File: src/rtl/epf_pkg.sv
// epf_pkg: shared FSM type, reciprocal table and absolute-difference helper for the sigma filter
package epf_pkg;

    typedef enum logic [1:0] {IDLE, RUN, DRAIN} state_t;

    localparam int RCP_W_DEF = 16;

    function automatic int unsigned rcp_entry(input int unsigned n, input int unsigned w);
        return ((32'd1 << w) + n / 2) / n;
    endfunction

    localparam int unsigned RCP_TABLE [1:9] = '{
        rcp_entry(1, RCP_W_DEF), rcp_entry(2, RCP_W_DEF), rcp_entry(3, RCP_W_DEF),
        rcp_entry(4, RCP_W_DEF), rcp_entry(5, RCP_W_DEF), rcp_entry(6, RCP_W_DEF),
        rcp_entry(7, RCP_W_DEF), rcp_entry(8, RCP_W_DEF), rcp_entry(9, RCP_W_DEF)
    };

    function automatic logic [15:0] abs_diff(input logic [15:0] a, input logic [15:0] b);
        return (a > b) ? a - b : b - a;
    endfunction

endpackage

File: src/rtl/epf_line_buf.sv
// epf_line_buf: enable-gated shift-register line buffer, output is the sample written DEPTH shifts ago
module epf_line_buf #(
    parameter int DEPTH = 258,
    parameter int WIDTH = 8
) (
    input  logic             clk,
    input  logic             en_i,
    input  logic [WIDTH-1:0] d_i,
    output logic [WIDTH-1:0] q_o
);

    logic [WIDTH-1:0] mem_q [DEPTH];

    // Shift one position per enabled cycle; holds through stalls.
    always_ff @(posedge clk) begin
        if (en_i) begin
            mem_q[0] <= d_i;
            for (int i = 1; i < DEPTH; i++) mem_q[i] <= mem_q[i-1];
        end
    end

    assign q_o = mem_q[DEPTH-1];

endmodule

File: src/rtl/epf_stream_core.sv
// epf_stream_core: streaming 3x3 sigma filter over a padded raster frame; EPF_EDGE_CNT_EN adds edge_cnt
module epf_stream_core
    import epf_pkg::*;
#(
    parameter int IMG_W = 256,
    parameter int IMG_H = 256,
    parameter int PIX_W = 8,
    parameter int RCP_W = 16
) (
    input  logic             clk,
    input  logic             rst_n,
    input  logic             start,
    input  logic [PIX_W-1:0] thresh,
    input  logic             s_valid,
    output logic             s_ready,
    input  logic [PIX_W-1:0] s_data,
    output logic             m_valid,
    output logic [PIX_W-1:0] m_data,
    output logic             busy,
    output logic             done
`ifdef EPF_EDGE_CNT_EN
    ,
    output logic [$clog2(IMG_W*IMG_H+1)-1:0] edge_cnt
`endif
);

    localparam int CW = $clog2(IMG_W + 2);
    localparam int RW = $clog2(IMG_H + 2);
    localparam int SW = PIX_W + 4;
    localparam int PW = SW + RCP_W + 1;
    localparam int unsigned RCP [10] = '{
        32'd0,
        rcp_entry(1, RCP_W), rcp_entry(2, RCP_W), rcp_entry(3, RCP_W),
        rcp_entry(4, RCP_W), rcp_entry(5, RCP_W), rcp_entry(6, RCP_W),
        rcp_entry(7, RCP_W), rcp_entry(8, RCP_W), rcp_entry(9, RCP_W)
    };
    localparam logic [PW-1:0] HALF = PW'(1) << (RCP_W - 1);
    localparam logic [PW-1:0] PMAX = PW'((1 << PIX_W) - 1);

    state_t           state_d, state_q;
    logic [CW-1:0]    col_q;
    logic [RW-1:0]    row_q;
    logic [PIX_W-1:0] thresh_q, lb0, lb1, m_data_q, m_data_d;
    logic [PIX_W-1:0] win_q [9];
    logic [PIX_W-1:0] tap1_q [9];
    logic [8:0]       hit;
    logic [3:0]       cnt_d, cnt1_q, cnt2_q;
    logic [SW-1:0]    sum_d, sum2_q;
    logic [PW-1:0]    quo;
    logic             win_v_q, v1_q, v2_q, m_valid_q;
    logic             go, accept, last_col, last_row;

    assign go       = (state_q == IDLE) && start;
    assign accept   = (state_q == RUN) && s_valid;
    assign last_col = col_q == CW'(IMG_W + 1);
    assign last_row = row_q == RW'(IMG_H + 1);
    assign m_valid  = m_valid_q;
    assign m_data   = m_data_q;

    epf_line_buf #(.DEPTH(IMG_W + 2), .WIDTH(PIX_W)) u_lb0 (
        .clk  (clk),
        .en_i (accept),
        .d_i  (s_data),
        .q_o  (lb0)
    );

    epf_line_buf #(.DEPTH(IMG_W + 2), .WIDTH(PIX_W)) u_lb1 (
        .clk  (clk),
        .en_i (accept),
        .d_i  (lb0),
        .q_o  (lb1)
    );

    // Next state plus the state-decoded handshake and status outputs.
    always_comb begin
        state_d = state_q;
        s_ready = 1'b0;
        busy    = 1'b0;
        done    = 1'b0;
        unique case (state_q)
            IDLE:  state_d = start ? RUN : IDLE;
            RUN: begin
                s_ready = 1'b1;
                busy    = 1'b1;
                if (s_valid && last_col && last_row) state_d = DRAIN;
            end
            DRAIN: begin
                busy = 1'b1;
                if (!(win_v_q || v1_q || v2_q || m_valid_q)) begin
                    done    = 1'b1;
                    state_d = IDLE;
                end
            end
            default: state_d = IDLE;
        endcase
    end

    // S1 combinational: closeness mask against the centre tap and its population count.
    always_comb begin
        hit   = '0;
        cnt_d = '0;
        for (int i = 0; i < 9; i++) begin
            hit[i] = abs_diff(16'(win_q[i]), 16'(win_q[4])) <= 16'(thresh_q);
            cnt_d  = cnt_d + 4'(hit[i]);
        end
    end

    // S2/S3 combinational: masked-tap sum, then reciprocal multiply with rounding and saturation.
    always_comb begin
        sum_d = '0;
        for (int i = 0; i < 9; i++) sum_d = sum_d + SW'(tap1_q[i]);
        quo      = (PW'(sum2_q) * PW'(RCP[cnt2_q]) + HALF) >> RCP_W;
        m_data_d = (quo > PMAX) ? '1 : quo[PIX_W-1:0];
    end

    // Window columns shift on accepts only; the datapath stages advance every cycle.
    always_ff @(posedge clk) begin
        if (accept) begin
            for (int r = 0; r < 3; r++) begin
                win_q[3*r]   <= win_q[3*r+1];
                win_q[3*r+1] <= win_q[3*r+2];
            end
            win_q[2] <= lb1;
            win_q[5] <= lb0;
            win_q[8] <= s_data;
        end
        for (int i = 0; i < 9; i++) tap1_q[i] <= hit[i] ? win_q[i] : '0;
        cnt1_q <= cnt_d;
        cnt2_q <= cnt1_q;
        sum2_q <= sum_d;
    end

    // State, raster counters, latched threshold and the pipeline valid chain.
    always_ff @(posedge clk or negedge rst_n) begin
        if (!rst_n) begin
            state_q   <= IDLE;
            col_q     <= '0;
            row_q     <= '0;
            thresh_q  <= '0;
            win_v_q   <= 1'b0;
            v1_q      <= 1'b0;
            v2_q      <= 1'b0;
            m_valid_q <= 1'b0;
            m_data_q  <= '0;
        end else begin
            state_q   <= state_d;
            win_v_q   <= accept && row_q >= RW'(2) && col_q >= CW'(2);
            v1_q      <= win_v_q;
            v2_q      <= v1_q;
            m_valid_q <= v2_q;
            if (v2_q) m_data_q <= m_data_d;
            if (go) begin
                thresh_q <= thresh;
                col_q    <= '0;
                row_q    <= '0;
            end else if (accept) begin
                col_q <= last_col ? '0 : col_q + 1'b1;
                if (last_col) row_q <= last_row ? '0 : row_q + 1'b1;
            end
        end
    end

`ifdef EPF_EDGE_CNT_EN
    logic [$clog2(IMG_W*IMG_H+1)-1:0] edge_q;

    // Count output pixels whose window rejected at least one tap.
    always_ff @(posedge clk or negedge rst_n) begin
        if (!rst_n) edge_q <= '0;
        else if (go) edge_q <= '0;
        else if (v2_q && cnt2_q != 4'd9) edge_q <= edge_q + 1'b1;
    end

    assign edge_cnt = edge_q;
`endif

endmodule

File: config.mk
export PLATFORM = sky130hd
export DESIGN_NAME = epf_stream_core
export DESIGN_NICKNAME = d
export VERILOG_FILES = /design/src/rtl/epf_pkg.sv /design/src/rtl/epf_line_buf.sv /design/src/rtl/epf_stream_core.sv
export SDC_FILE = /design/constraint.sdc
export NUM_CORES = 2
export LEC_CHECK = 0
export CORE_MARGIN = 2
export CORE_UTILIZATION = 55
export CTS_BUF_LIST = sky130_fd_sc_hd__clkbuf_8
export DETAILED_ROUTE_END_ITERATION = 8
export DONT_BUFFER_PORTS = 1
export GPL_TIMING_DRIVEN = 0
export HOLD_SLACK_MARGIN = 0.08
export PLACE_DENSITY = 0.8
export SETUP_SLACK_MARGIN = 0.2
export SYNTH_ARGS = -nofsm -noshare
export SYNTH_HDL_FRONTEND = slang
export SYNTH_MEMORY_MAX_BITS = 65536
export SYNTH_SLANG_ARGS = --single-unit
File: constraint.sdc
create_clock -name clk -period 88.7 [get_ports clk]
set_input_delay 26.61 -clock clk [delete_from_list [all_inputs] [get_ports clk]]
set_output_delay 26.61 -clock clk [all_outputs]
set_load 0.05 [all_outputs]
## Word level (Yosys, flattened, before mapping)

Memories as Yosys holds them, arrays and structs flattened.
Cells that the tools add are included.

- Memories: 5
- Register bits: 60
- Memory bits (writable): 4272
- Memory bits (read-only): 512

Memories:

| memory | words | bits a word | read ports | clocked after memory_dff | write ports | RTL line | RTL |
|---|---|---|---|---|---|---|---|
| u_lb0.mem_q | 258 | 8 | 258 | 0 | 258 | epf_line_buf.sv:12 | `logic [WIDTH-1:0] mem_q [DEPTH];` |
| u_lb1.mem_q | 258 | 8 | 258 | 0 | 258 | epf_line_buf.sv:12 |  |
| (name not given) | 16 | 32 | 1 | 0 | 0 | epf_stream_core.sv:112 | `quo = (PW'(sum2_q) * PW'(RCP[cnt2_q]) + HALF) >> RCP_W;` |
| tap1_q | 9 | 8 | 9 | 0 | 9 | epf_stream_core.sv:45 | `logic [PIX_W-1:0] tap1_q [9];` |
| win_q | 9 | 8 | 9 | 0 | 9 | epf_stream_core.sv:44 | `logic [PIX_W-1:0] win_q [9];` |

- Muxes and demuxes: 37
- Order comparisons: 21
- Add/subtract/negate cells: 36
- Equal/unequal tests: 6
- Reduce and logical (&&, ||, !) cells: 15
- Multiply operators: 1
- Bitwise logic cells: 1

Operators with widths:

| operator | number |
|---|---|
| subtractor 8 x 8 -> 9 bit | 17 |
| <= comparator 16 x 8 -> 1 bit | 9 |
| two-way mux 16 bit | 8 |
| two-way mux 8 bit | 10 |
| greater-than comparator 8 bit | 8 |
| two-way mux 9 bit | 7 |
| two-way mux 29 bit | 2 |
| adder 12 x 8 -> 12 bit | 4 |
| adder 29 x 16 -> 29 bit (second input constant) | 1 |
| multiplier 12 x 29 -> 29 bit | 1 |
| adder 4 x 1 -> 4 bit | 5 |
| adder 9 x 1 -> 9 bit (second input constant) | 2 |
| == test 9 bit (second input constant) | 2 |
| >= comparator 9 x 2 -> 1 bit (second input constant) | 2 |
| greater-than comparator 13 x 8 -> 1 bit (second input constant) | 1 |
| adder 11 x 8 -> 12 bit | 1 |
| adder 10 x 8 -> 11 bit | 1 |
| adder 9 x 8 -> 10 bit | 1 |
| adder 8 x 8 -> 9 bit | 1 |
| two-way mux 1 bit | 7 |
| logical AND 1 bit | 6 |
| one-hot mux 2 bit (3 select lines) | 1 |
| >= comparator 5 bit (second input constant) | 1 |
| NOT 4 -> 5 bit | 1 |
| other kinds (13) | 18 |

## Longest topological paths before layout

An unclocked memory read counts as a cell.

- Depth in word-level cells: 12
- Depth in mapped cells: 28
- Mapped depth without buffers: 26

## Modules after synthesis

A second synthesis with hierarchy kept.

- Cells, all modules: 6451
- Area total of the unflattened synthesis: 145620.9 um^2

By module, submodules not included:

| module | cells an instance | area an instance (um^2) | instances |
|---|---|---|---|
| epf_line_buf | 2064 | 61979.4 | 2 |
| epf_stream_core | 2323 | 21662.0 | 1 |

## Worst setup path after synthesis

Ideal clock, no wire load.

- Path kind: input-to-reg
- Start point: input port s_valid
- End point: register col_q[2]
- Setup time: 0.223 ns
- Cell stages on the path: 5
- Slack: -32.125 ns
- Buffers on the path: 0
- Arrival time: 120.601 ns
- Cell sequence: nand2_1 inv_1 nor2_1 o21ai_0 o21ai_0

- Cells in the longest elaborated chain, start to end: 2

RTL lines:

| element | RTL line | RTL |
|---|---|---|
| from (decl) | epf_stream_core.sv:14 | `input logic s_valid,` |
| logical AND 1 bit | epf_stream_core.sv:54 | `assign accept = (state_q == RUN) && s_valid;` |
| via accept | epf_stream_core.sv:51 | `logic go, accept, last_col, last_row;` |
| nonzero test 2 bit (no source line) | - |  |
| to (signal assigned) | epf_stream_core.sv:157 | `col_q <= last_col ? '0 : col_q + 1'b1;` |
| to (decl) | epf_stream_core.sv:41 | `logic [CW-1:0] col_q;` |

The timed path passes the listed nets, and every way through them passes these cells.
A chain may end at the register's enable or synchronous reset.

==> qor.log <==
[timing] Final WS setup 58560 ps
[die] Chip Width 517 µm
[timing] largest clock skew in the final design 96.1 ps
[synthesis] largest cells by area after synthesis sky130_fd_sc_hd__edfxtp_1 86%, sky130_fd_sc_hd__fa_1 3.1%, sky130_fd_sc_hd__ha_1 2.6%
[synthesis] synth cell count leaders 4152 x sky130_fd_sc_hd__edfxtp_1, 366 x sky130_fd_sc_hd__inv_1, 300 x sky130_fd_sc_hd__ha_1, 223 x sky130_fd_sc_hd__fa_1, 192 x sky130_fd_sc_hd__nand2_1
[critical_path] critical path start-end classification in -> reg
[place] area post-placement 151000 µm²
[synthesis] most instantiated flip-flop cell in the synthesis netlist sky130_fd_sc_hd__edfxtp_1
[timing] setup violators final 0
[clock_tree] largest buffer count on any clock path 4
[global_routing] wire length of the first global-routing pass 333000 µm
[timing] unrepaired setup endpoints after global routing false
[die] placement row count 188
[place] port bufs 0
[critical_path] critical path's largest stage delay 450 ps
[synthesis] largest family of logic cells by synthesized area adder cells
[layout] ratio of cells with drive above 1 in the final layout 12.5%
[clock_tree] quantity of hold-fixing buffers added after cts 0
[critical_path] highest net fanout along the worst path 48
[clock_tree] Num Clock Sinks 4284
[die] Vert. Die Dim 517 µm
[run] Max Cap Violations 0
[timing] headroom to the max-slew limit 15.7%
[clock_tree] clock transition at the registers of the reported paths 60 ps
[place] HPWL after DPL 119000 µm
[drt] via count 57108
[synthesis] library cell occupying the most area in the post-synthesis netlist sky130_fd_sc_hd__edfxtp_1
[clock_tree] library cell used as clock root buffer sky130_fd_sc_hd__clkbuf_8
[synthesis] Yosys cell types 91
[die] die footprint 267000 µm²
[critical_path] required time at the worst-slack endpoint 89360 ps
[critical_path] Critical-path top delay cell sky130_fd_sc_hd__clkinvlp_4
[global_routing] antenna violations before repair 9
[critical_path] Crit path max-delay family buffers and inverters
[critical_path] WP data arrival 30800 ps
[critical_path] most used cell, CP sky130_fd_sc_hd__buf_12
[critical_path] crit path buf inv count 14
[die] I/O pin count 32
[synthesis] Syn Std Cell Area 145000 µm²
[global_routing] pin count of the biggest net entering global routing 53
[timing] share of the clock period used by the worst path after layout 34.0%
[clock_tree] count of instances resized after the clock tree is built 0
[global_routing] remaining global-route overflow 0
[worst_hold_path] hold crit path type reg -> reg
[timing] transition time at the pin with the least slew margin 1260 ps
[synthesis] fraction of the mapped netlist area in compound gates 2.21%
[layout] Synth-to-Final Area Change 12.2%
[place] minimum setup slack after placement 57440 ps
[global_routing] number of global-route vias before repair 58101
[synthesis] post-synthesis adder-cell area fraction 5.68%
[power_and_ir_drop] maximum VDD drop 0.152 mV
[clock_tree] total CTS buffers 631
[synthesis] cell with the most instances after synthesis sky130_fd_sc_hd__edfxtp_1
[timing] fin crit period 30140 ps
[critical_path] nature of the critical path startpoint primary input
[critical_path] list of cells traversed by the critical path nand2_2 > clkinvlp_4 > buf_12 > buf_12 > buf_16 > buf_12 > buf_12 > buf_12 > buf_12 > buf_12 > buf_12 > buf_12 > buf_12 > buf_12 > buf_12
[synthesis] YS warnings 0
[synthesis] post-synthesis share of cell area spent on and, or, nand and nor gates 1.95%
[clock_tree] clock tree from TritonCTS built
[drt] detail-routed net length per standard cell 19.7 µm
[timing] highest attainable clock frequency 33.2 MHz
[drt] Vias per Instance 5.14
[drt] final wirelength 219000 µm
[global_routing] total track usage 16.2%
[synthesis] post-synth top area share 86.2%
[power_and_ir_drop] power density over the cells 33.8 nW/µm²
[synthesis] number of enable flip-flop cells after synthesis 4152
[timing] count of pins over their slew limit 0
[layout] fin area 162000 µm²
[synthesis] net count after synthesis 6917
[drt] antenna-violating nets left 0
[synthesis] fraction of registers with async set/reset 0.934%
[clock_tree] clock insertion delay at the later pin of the skew report 1060 ps
[synthesis] mean cell area of the mapped netlist 22.7 µm²
[synthesis] XOR/XNOR Fraction of Synth Area 0.394%
[timing] minimum hold slack 328 ps
[layout] final net count 7649
[drt] first-iteration detailed-routing DRC count 4832
[critical_path] CP Capture Type flop
[clock_tree] setup bufs post-CTS 0
[drt] count of unresolved DRC violations after routing 0
[die] initial cell density of the core 55.2%
[outcome] outcome completed
[synthesis] Mapped Cells 6374
[synthesis] multiplexer fraction of the synthesized cell area 0.399%
[die] core footprint 262000 µm²
[power_and_ir_drop] leakage power 0.0438 µW
[synthesis] Yosys reg bits 4284
[drt] DR pass1 iterations 5
[synthesis] sequential-to-total area share from yosys stat 88.2%
[place] final estimated routing congestion in global placement 0.832
[timing] final-report hold violation count 0
[clock_tree] maximum level of the CTS H-tree 6
registers in the layout, indices dropped and copies added, names as in the netlist:
name	flops
tap1_q	72
v2_q	1
cnt1_q	4
u_lb1.mem_q	2040
win_q	51
u_lb0.mem_q	2061
state_q	2
col_q	9
win_v_q	1
cnt2_q	4
row_q	9
m_valid	1
thresh_q	8
sum2_q	12
m_data	8
v1_q	1
power by group:
group	internal (µW)	switching [µW]	total (µW)
registers	2360	38.3	2400
logic	605	1060	1670
clock network	707	711	1420
placed cells by master (no fill, tap or decap), drive strengths merged, types with 32 or more instances in the layout:
cell type / netlist / final
clkbuf: 47 / 696
dfxtp: 92 / 92
nor2: 67 / 67
dfrtp: 40 / 40
inv: 366 / 592
clkinv: 0 / 211
buf: 30 / 129
and2: 116 / 116
xnor2: 47 / 47
o21ai: 90 / 90
nand2: 192 / 192
edfxtp: 4152 / 4152
ha: 300 / 300
a211oi: 32 / 32
o21a: 32 / 32
a21oi: 107 / 107
a21o: 75 / 75
fa: 223 / 223
path summary, 6_finish.rpt:
path	to	start	depth (start not counted)	slack (ps)
worst max-delay path	u_lb0.mem_q[151][5]	s_valid	15	58560
worst min-delay path	cnt2_q[1]	cnt1_q[1]	0	330
worst max register to register	cnt1_q[2]	win_q[0][39]	28	80390
worst min register to register	cnt2_q[1]	cnt1_q[1]	0	330
max in group asynchronous	m_data[4]	rst_n	0	63290
min in group asynchronous	thresh_q[7]	rst_n	0	25280
kinds of logic (layout without fill, tap and decap cells):
group	after synthesis	count (layout)
other	0	7
multiplexers	54	54
AO/OA/AOI/OAI	457	457
adder cells (fa/ha/maj)	523	523
AND/OR/NAND/NOR	548	548
flip-flops	4284	4284
buffers and inverters	443	1652
XOR/XNOR	65	65
per-layer routing:
metal  GRT usage [%]  wire length (µm)  vias to the layer above
met1            25.2            108000                    29331
met3            3.16              9420                      440
li1                -                 -                    26034
met2            23.1             95600                     1299
met5               0                28                        -
met4            5.60              5910                        4
per-stage QoR:
stage | setup TNS, ps | cells | util, % | power (µW)
2_1_floorplan | -3957040 | 6374 | - | 4700
3_3_place_gp | - | 9889 | 56.9 | 5470
3_5_place_dp | 0 | 9987 | 57.6 | 4140
4_1_cts | 0 | 11097 | 61.9 | 5580
5_1_grt | 0 | 11103 | 61.9 | 5880
6_report | 0 | 11105 | 61.9 | 5490
layout make-up:
cell class / instances / area [µm²]
repair buffers: 99 / 2000
multi-input cells: 1647 / 15400
well taps: 3515 / 4400
fillers: 16800 / 99800
clock buffers: 649 / 8930
inverters: 366 / 1380
flip-flops and latches: 4284 / 128000
plain buffers: 77 / 334
clock inverters: 461 / 2310
diodes: 7 / 17.5
No activity file was read; power rests on OpenSTA's default activity.
